[src/rtl/window_invoke_fsm1_pkg.sv]
// -----------------------------------------------------------------------------
// window_invoke_fsm1_pkg
// Shared definitions for the window actor's level-1 invoke controller:
//   - CFDF mode encodings (same values the level-2 firing FSM expects)
//   - invoke controller state encodings
//   - log2 helper used to size FIFO population/free-space ports
//   - mode sequencing helper
// -----------------------------------------------------------------------------
package window_invoke_fsm1_pkg;

  typedef enum logic [1:0] {
    MODE_SETUP_COMP = 2'b00,
    MODE_COMP       = 2'b01,
    MODE_OUTPUT     = 2'b10,
    MODE_RSVD       = 2'b11
  } mode_e;

  typedef enum logic [2:0] {
    S_IDLE   = 3'd0,
    S_CHECK  = 3'd1,
    S_FETCH  = 3'd2,
    S_LATCH  = 3'd3,
    S_START  = 3'd4,
    S_WAIT   = 3'd5,
    S_UPDATE = 3'd6,
    S_DONE   = 3'd7
  } state_e;

  // Smallest r with 2**r >= value (value <= 2**30).
  function automatic int log2(input int value);
    int r;
    r = 0;
    for (int i = 0; i < 31; i++) begin
      if (value > (32'sd1 <<< i)) begin
        r = i + 1;
      end else begin
        r = r;
      end
    end
    return r;
  endfunction

  // CFDF mode cycle: SETUP_COMP -> COMP -> OUTPUT -> SETUP_COMP.
  // The unused encoding falls back to SETUP_COMP so the actor can recover.
  function automatic logic [1:0] next_mode(input logic [1:0] mode);
    logic [1:0] nm;
    case (mode)
      MODE_SETUP_COMP: nm = MODE_COMP;
      MODE_COMP:       nm = MODE_OUTPUT;
      MODE_OUTPUT:     nm = MODE_SETUP_COMP;
      default:         nm = MODE_SETUP_COMP;
    endcase
    return nm;
  endfunction

endpackage

[src/rtl/window_enable_check.sv]
// -----------------------------------------------------------------------------
// window_enable_check
// Combinational CFDF enable condition of the window actor for a given mode.
// Ports:
//   mode_i           current CFDF mode
//   pop_data_i       population of the input data FIFO
//   pop_length_i     population of the length FIFO
//   pop_command_i    population of the command FIFO
//   free_space_i     free slots in the output FIFO
//   enable_o         1 when the actor may fire in mode_i
// All population comparisons are unsigned over the full PW width.
// -----------------------------------------------------------------------------
module window_enable_check
  import window_invoke_fsm1_pkg::*;
#(
  parameter int size = 3,
  parameter int PW   = 5
) (
  input  logic [1:0]    mode_i,
  input  logic [PW-1:0] pop_data_i,
  input  logic [PW-1:0] pop_length_i,
  input  logic [PW-1:0] pop_command_i,
  input  logic [PW-1:0] free_space_i,
  output logic          enable_o
);

  localparam logic [PW-1:0] SIZE_C = PW'(size);
  localparam logic [PW-1:0] ONE_C  = PW'(1);

  // Per-mode token/space requirements.
  always_comb begin
    enable_o = 1'b0;
    case (mode_i)
      MODE_SETUP_COMP: enable_o = (pop_data_i >= SIZE_C) &&
                                  (pop_length_i >= ONE_C) &&
                                  (pop_command_i >= ONE_C);
      MODE_COMP:       enable_o = 1'b1;
      MODE_OUTPUT:     enable_o = (free_space_i >= ONE_C);
      default:         enable_o = 1'b0;
    endcase
  end

endmodule

[src/rtl/window_invoke_fsm1.sv]
// -----------------------------------------------------------------------------
// window_invoke_fsm1
// Level-1 invoke controller for the window computation actor. For each
// scheduler invoke it checks the enable condition of the current mode, fetches
// length/command tokens in SETUP_COMP mode, fires the level-2 firing FSM,
// waits for its done pulse and advances the mode.
// Ports:
//   clk, rst                 clock (rising edge), async active-low reset
//   invoke                   scheduler request pulse (only seen in S_IDLE)
//   pop_in_*/free_space_out  FIFO populations / output free space
//   length_in/command_in     FIFO read data, valid one cycle after rd
//   rd_in_length/command     FIFO read enables (one-cycle pulse)
//   length_out/command_out   tokens latched for the child
//   start_out, mode_out      child fire request and its mode
//   done_in                  child completion pulse (only seen in S_WAIT)
//   enable_out               combinational enable of the current mode
//   fire_done_out, fired_out invoke handled; fired=1 child ran, 0 rejected
// -----------------------------------------------------------------------------
module window_invoke_fsm1
  import window_invoke_fsm1_pkg::*;
#(
  parameter int size        = 3,
  parameter int width       = 10,
  parameter int buffer_size = 16,
  localparam int PW         = log2(buffer_size) + 1
) (
  input  logic          clk,
  input  logic          rst,
  input  logic          invoke,
  input  logic [PW-1:0] pop_in_data,
  input  logic [PW-1:0] pop_in_length,
  input  logic [PW-1:0] pop_in_command,
  input  logic [PW-1:0] free_space_out,
  input  logic [1:0]    length_in,
  input  logic [1:0]    command_in,
  output logic          rd_in_length,
  output logic          rd_in_command,
  output logic [1:0]    length_out,
  output logic [1:0]    command_out,
  output logic          start_out,
  output logic [1:0]    mode_out,
  input  logic          done_in,
  output logic          enable_out,
  output logic          fire_done_out,
  output logic          fired_out
);

  // Data width only matters to the child's configuration; nothing here uses it.
  logic [31:0] width_unused_s;
  assign width_unused_s = 32'(width);

  state_e     state_q, state_d;
  logic [1:0] mode_q, mode_d;
  logic [1:0] len_q, len_d;
  logic [1:0] cmd_q, cmd_d;
  logic       flag_q, flag_d;
  logic       rd_q, rd_d;
  logic       start_q, start_d;
  logic       fd_q, fd_d;
  logic       fired_q, fired_d;
  logic       enable_s;

  window_enable_check #(
    .size (size),
    .PW   (PW)
  ) u_enable (
    .mode_i        (mode_q),
    .pop_data_i    (pop_in_data),
    .pop_length_i  (pop_in_length),
    .pop_command_i (pop_in_command),
    .free_space_i  (free_space_out),
    .enable_o      (enable_s)
  );

  // Next-state and datapath updates. Moore outputs are registered from the
  // next state, so they line up exactly with the state they belong to.
  always_comb begin
    state_d = state_q;
    mode_d  = mode_q;
    len_d   = len_q;
    cmd_d   = cmd_q;
    flag_d  = flag_q;
    case (state_q)
      S_IDLE: begin
        if (invoke) state_d = S_CHECK;
        else        state_d = S_IDLE;
      end
      S_CHECK: begin
        flag_d = 1'b0;
        if (!enable_s)                      state_d = S_DONE;
        else if (mode_q == MODE_SETUP_COMP) state_d = S_FETCH;
        else                                state_d = S_START;
      end
      S_FETCH: state_d = S_LATCH;
      S_LATCH: begin
        // FIFO read data is valid in the cycle after the read strobe.
        len_d   = length_in;
        cmd_d   = command_in;
        state_d = S_START;
      end
      S_START: state_d = S_WAIT;
      S_WAIT: begin
        if (done_in) state_d = S_UPDATE;
        else         state_d = S_WAIT;
      end
      S_UPDATE: begin
        mode_d  = next_mode(mode_q);
        flag_d  = 1'b1;
        state_d = S_DONE;
      end
      S_DONE:  state_d = S_IDLE;
      default: state_d = S_IDLE;
    endcase
    rd_d    = (state_d == S_FETCH);
    start_d = (state_d == S_START);
    fd_d    = (state_d == S_DONE);
    fired_d = (state_d == S_DONE) && flag_d;
  end

  // State, mode, token and output registers; reset drops any in-flight firing.
  always_ff @(posedge clk or negedge rst) begin
    if (!rst) begin
      state_q <= S_IDLE;
      mode_q  <= MODE_SETUP_COMP;
      len_q   <= 2'b00;
      cmd_q   <= 2'b00;
      flag_q  <= 1'b0;
      rd_q    <= 1'b0;
      start_q <= 1'b0;
      fd_q    <= 1'b0;
      fired_q <= 1'b0;
    end else begin
      state_q <= state_d;
      mode_q  <= mode_d;
      len_q   <= len_d;
      cmd_q   <= cmd_d;
      flag_q  <= flag_d;
      rd_q    <= rd_d;
      start_q <= start_d;
      fd_q    <= fd_d;
      fired_q <= fired_d;
    end
  end

  assign rd_in_length  = rd_q;
  assign rd_in_command = rd_q;
  assign length_out    = len_q;
  assign command_out   = cmd_q;
  assign start_out     = start_q;
  assign mode_out      = mode_q;
  assign enable_out    = enable_s;
  assign fire_done_out = fd_q;
  assign fired_out     = fired_q;

endmodule

[config.mk]
export PLATFORM = sky130hd
export DESIGN_NAME = window_invoke_fsm1
export DESIGN_NICKNAME = d
export VERILOG_FILES = /design/src/rtl/window_invoke_fsm1_pkg.sv /design/src/rtl/window_enable_check.sv /design/src/rtl/window_invoke_fsm1.sv
export SDC_FILE = /design/constraint.sdc
export NUM_CORES = 1
export LEC_CHECK = 0
export ABC_AREA = 1
export CAP_MARGIN = 30
export CORE_MARGIN = 2
export CORE_UTILIZATION = 55
export DETAILED_ROUTE_END_ITERATION = 6
export DONT_BUFFER_PORTS = 1
export GPL_ROUTABILITY_DRIVEN = 0
export HOLD_SLACK_MARGIN = 0.06
export PLACE_DENSITY = 0.69
export SLEW_MARGIN = 20
export SYNTH_ARGS = -nofsm -noshare
export SYNTH_HDL_FRONTEND = slang
export SYNTH_HIERARCHICAL = 1
export SYNTH_SLANG_ARGS = --single-unit
[constraint.sdc]
create_clock -name clk -period 3.65 [get_ports clk]
set_clock_uncertainty 0.1 [all_clocks]
set_input_delay 0.73 -clock clk [delete_from_list [all_inputs] [get_ports clk]]
set_output_delay 0.73 -clock clk [all_outputs]
set_load 0.02 [all_outputs]
==> metrics.yaml <==
timing:
  hold_viol_final: 0
  slew_violations: 0
  layout_min_cycle_time_ps: 2175
  tightest_slew_ps: 548.2
  fin_ws_ps: 1475
  grt_setup_unrepaired: "no"
  setup_viol: 0
  period_share_pct: 59.59
  max_freq_mhz: 459.8
  slew_headroom_pct: 63.33
  setup_tns_ps: 0
outcome:
  status: "complete, no violations"
pwr:
  seqPwrFrac_pct: 48.4
  ir_worst_vdd_mv: 0.4518
  totalPowerFinal_uw: 706.8
  p_switching_uw: 355.6
  p_leak_uw: 0.0004043
  combPwrFrac_pct: 39.8
  p_int_uw: 351.3
  switching_share_pct: 50.30
  power_density_nw_per_um2: 917.1
  clkPwrFrac_pct: 11.8
critical_path:
  worst-setup-path-type: "reg2out"
  crit_fanout: 7
  crit_chain: "inv_1 > nand2_1 > a21boi_1 > nand2_1"
  crit_family: "flip-flops"
  crit_arrival_ps: 1350
  cpMaxStageDelayCell: "dfrtp_1"
  end_kind: "primary output"
  crit_required_ps: 2820
  cp-start-kind: "flop"
  r2r_setup_slack_ps: 1920
  cp_common_cell: "nand2_1"
  critPathBufInv: 1
  cpPeakStageDelay_ps: 550
synthesis:
  yosys.area.top_type: "dfrtp_1"
  synth_most_common_cell: "nand2_1"
  syn_area_per_cell_um2: 7.419
  yosys.cell_types.count: 20
  synthCells: 99
  synth_edf_count: 0
  ys_seq_area_share_pct: 44.29
  synth_area_leaders: "dfrtp_1 44%, nand2_1 13%, nor2_1 9.7%"
  synth_common_cells: "25 x nand2_1, 19 x nor2_1, 13 x dfrtp_1"
  synthArstFlopShare_pct: 100.0
  synth-main-ff-cell: "dfrtp_1"
  synth.top_cell.area_share_pct: 44.29
  netlist_area_um2: 734.5
  synth_seq_cells: 13
  ys_warn_count: 6
  synth_fp_nets: 127
clock_tree:
  ctsResizeCount: 0
  htreeDepth: 1
  cts.sinks: 13
  cts_buffers: 3
  hold_buffers: 1
  path_clk_slew_ps: 70
  clkLatencyLatePin_ps: 270
  cts-root-buf: "clkbuf_4"
  cts_tree: "done"
  clk_path_buf_depth: 2
  post-cts-setup-buffers: 0
placed_design:
  post-place-ws_ps: 1594
  hpwl_um: 997.6
  dp.cells: 112
  place_area_um2: 734.5
  port_buffers: 0
route:
  dr.pass1.iters: 4
  via_per_inst: 4.983
  remaining_drc_errors: 0
  wirelength_um: 1224
  wire_per_inst_um: 10.46
  vias: 583
  ant_nets: 0
  drt_iter0_markers: 6
floorplan:
  fp.dieW_um: 40.54
  die_h_um: 40.54
  num_rows: 13
  start_util_pct: 57.89
  core_area_um2: 1269
  die_area_um2: 1643
  ios: 40
final_layout:
  antennaDiodeCount: 0
  drive_above_1_share_pct: 13.73
  num-fill-cells: 122
  final_area_um2: 770.7
  nNetsFinal: 131
  fin_cells: 117
  seqCellArea_um2: 325.3
  syn2layout_area_growth_pct: 4.940
  multi_input_area_um2: 337.8
global_route:
  antenna_found_initial: 0
  grt_pass1_wl_um: 1938
  grt_max_degree: 14
  grt-ovfl-total: 0
  grt_pass1_vias: 501
  grtUsageTotal_pct: 18.59
hold_path:
  min_path_type: "in2reg"
flow_run:
  maxCapViolCount: 0
==> routing by layer <==
metal,GRT usage [%],routed length (µm),up-vias
met5,0,0,-
met4,5.000,4,0
met3,11.11,94,2
met2,29.37,593,20
met1,21.03,531,249
li1,-,-,312
==> power groups by stage <==
stage | Combinational (µW) | Sequential, µW | Clock [µW]
4_1_cts | 286 | 342 | 88.7
2_1_floorplan | 273 | 315 | 0
3_3_place_gp | 276 | 344 | 0
6_report | 281 | 342 | 83.6
5_1_grt | 333 | 354 | 95.8
3_5_place_dp | 281 | 346 | 0
==> registers in the layout (all words and copies together), names as in the netlist <==
| signal | flops |
|---|---|
| mode_out | 2 |
| command_out | 2 |
| length_out | 2 |
| rd_in_command | 1 |
| start_out | 1 |
| fired_out | 1 |
| state_q | 3 |
| fire_done_out | 1 |
==> layout by cell type, fill, tap and decap left out <==
cell	n
o21ai_1	1
nand4_1	1
a21oi_2	1
clkbuf_1	1
nand3_1	6
nor2_4	1
o21ai_0	6
nand2_2	1
nor2_1	19
o21a_1	1
nand3b_1	2
nand4_2	1
inv_2	3
clkbuf_4	3
nor2_2	2
nand2_1	25
nand3_2	2
inv_1	11
dlygate4sd3_1	1
dfrtp_1	13
a21boi_1	1
==> metrics by stage <==
| step | util, % | hold slack (ps) |
|---|---|---|
| after floorplan | - | 334.4 |
| after global placement | 57.89 | 334.7 |
| after detailed placement | 57.89 | 334.7 |
| after CTS | 60.75 | 488.2 |
| after global routing | 60.75 | 487.6 |
| final | 60.75 | 499.1 |
==> final cells by class <==
type	instances	share of cell area [%]
Multi-Input combinational cell	70	43.83
Sequential cell	13	42.21
Inverter	14	6.818
Clock buffer	4	3.409
Tap cell	15	2.435
Timing Repair Buffer	1	1.299
==> final timing paths <==
path	start	to	cells past startpoint
max	mode_out[1]$_DFFE_PN0P_	enable_out	4
min	length_in[1]	length_out[1]$_DFFE_PN0P_	2
max reg2reg	mode_out[1]$_DFFE_PN0P_	start_out$_DFF_PN0_	8
min reg2reg	command_out[0]$_DFFE_PN0P_	command_out[0]$_DFFE_PN0P_	2
max in group asynchronous	rst	command_out[0]$_DFFE_PN0P_	1
min in group asynchronous	rst	state_q[1]$_DFF_PN0_	1
==> logic make-up after synthesis <==
logic type	after synthesis	synth area share [%]
AO/OA/AOI/OAI	10	8.007
buffers and inverters	16	9.711
flip-flops	13	44.29
AND/OR/NAND/NOR	60	37.99
(Power assumes the default switching activity.)
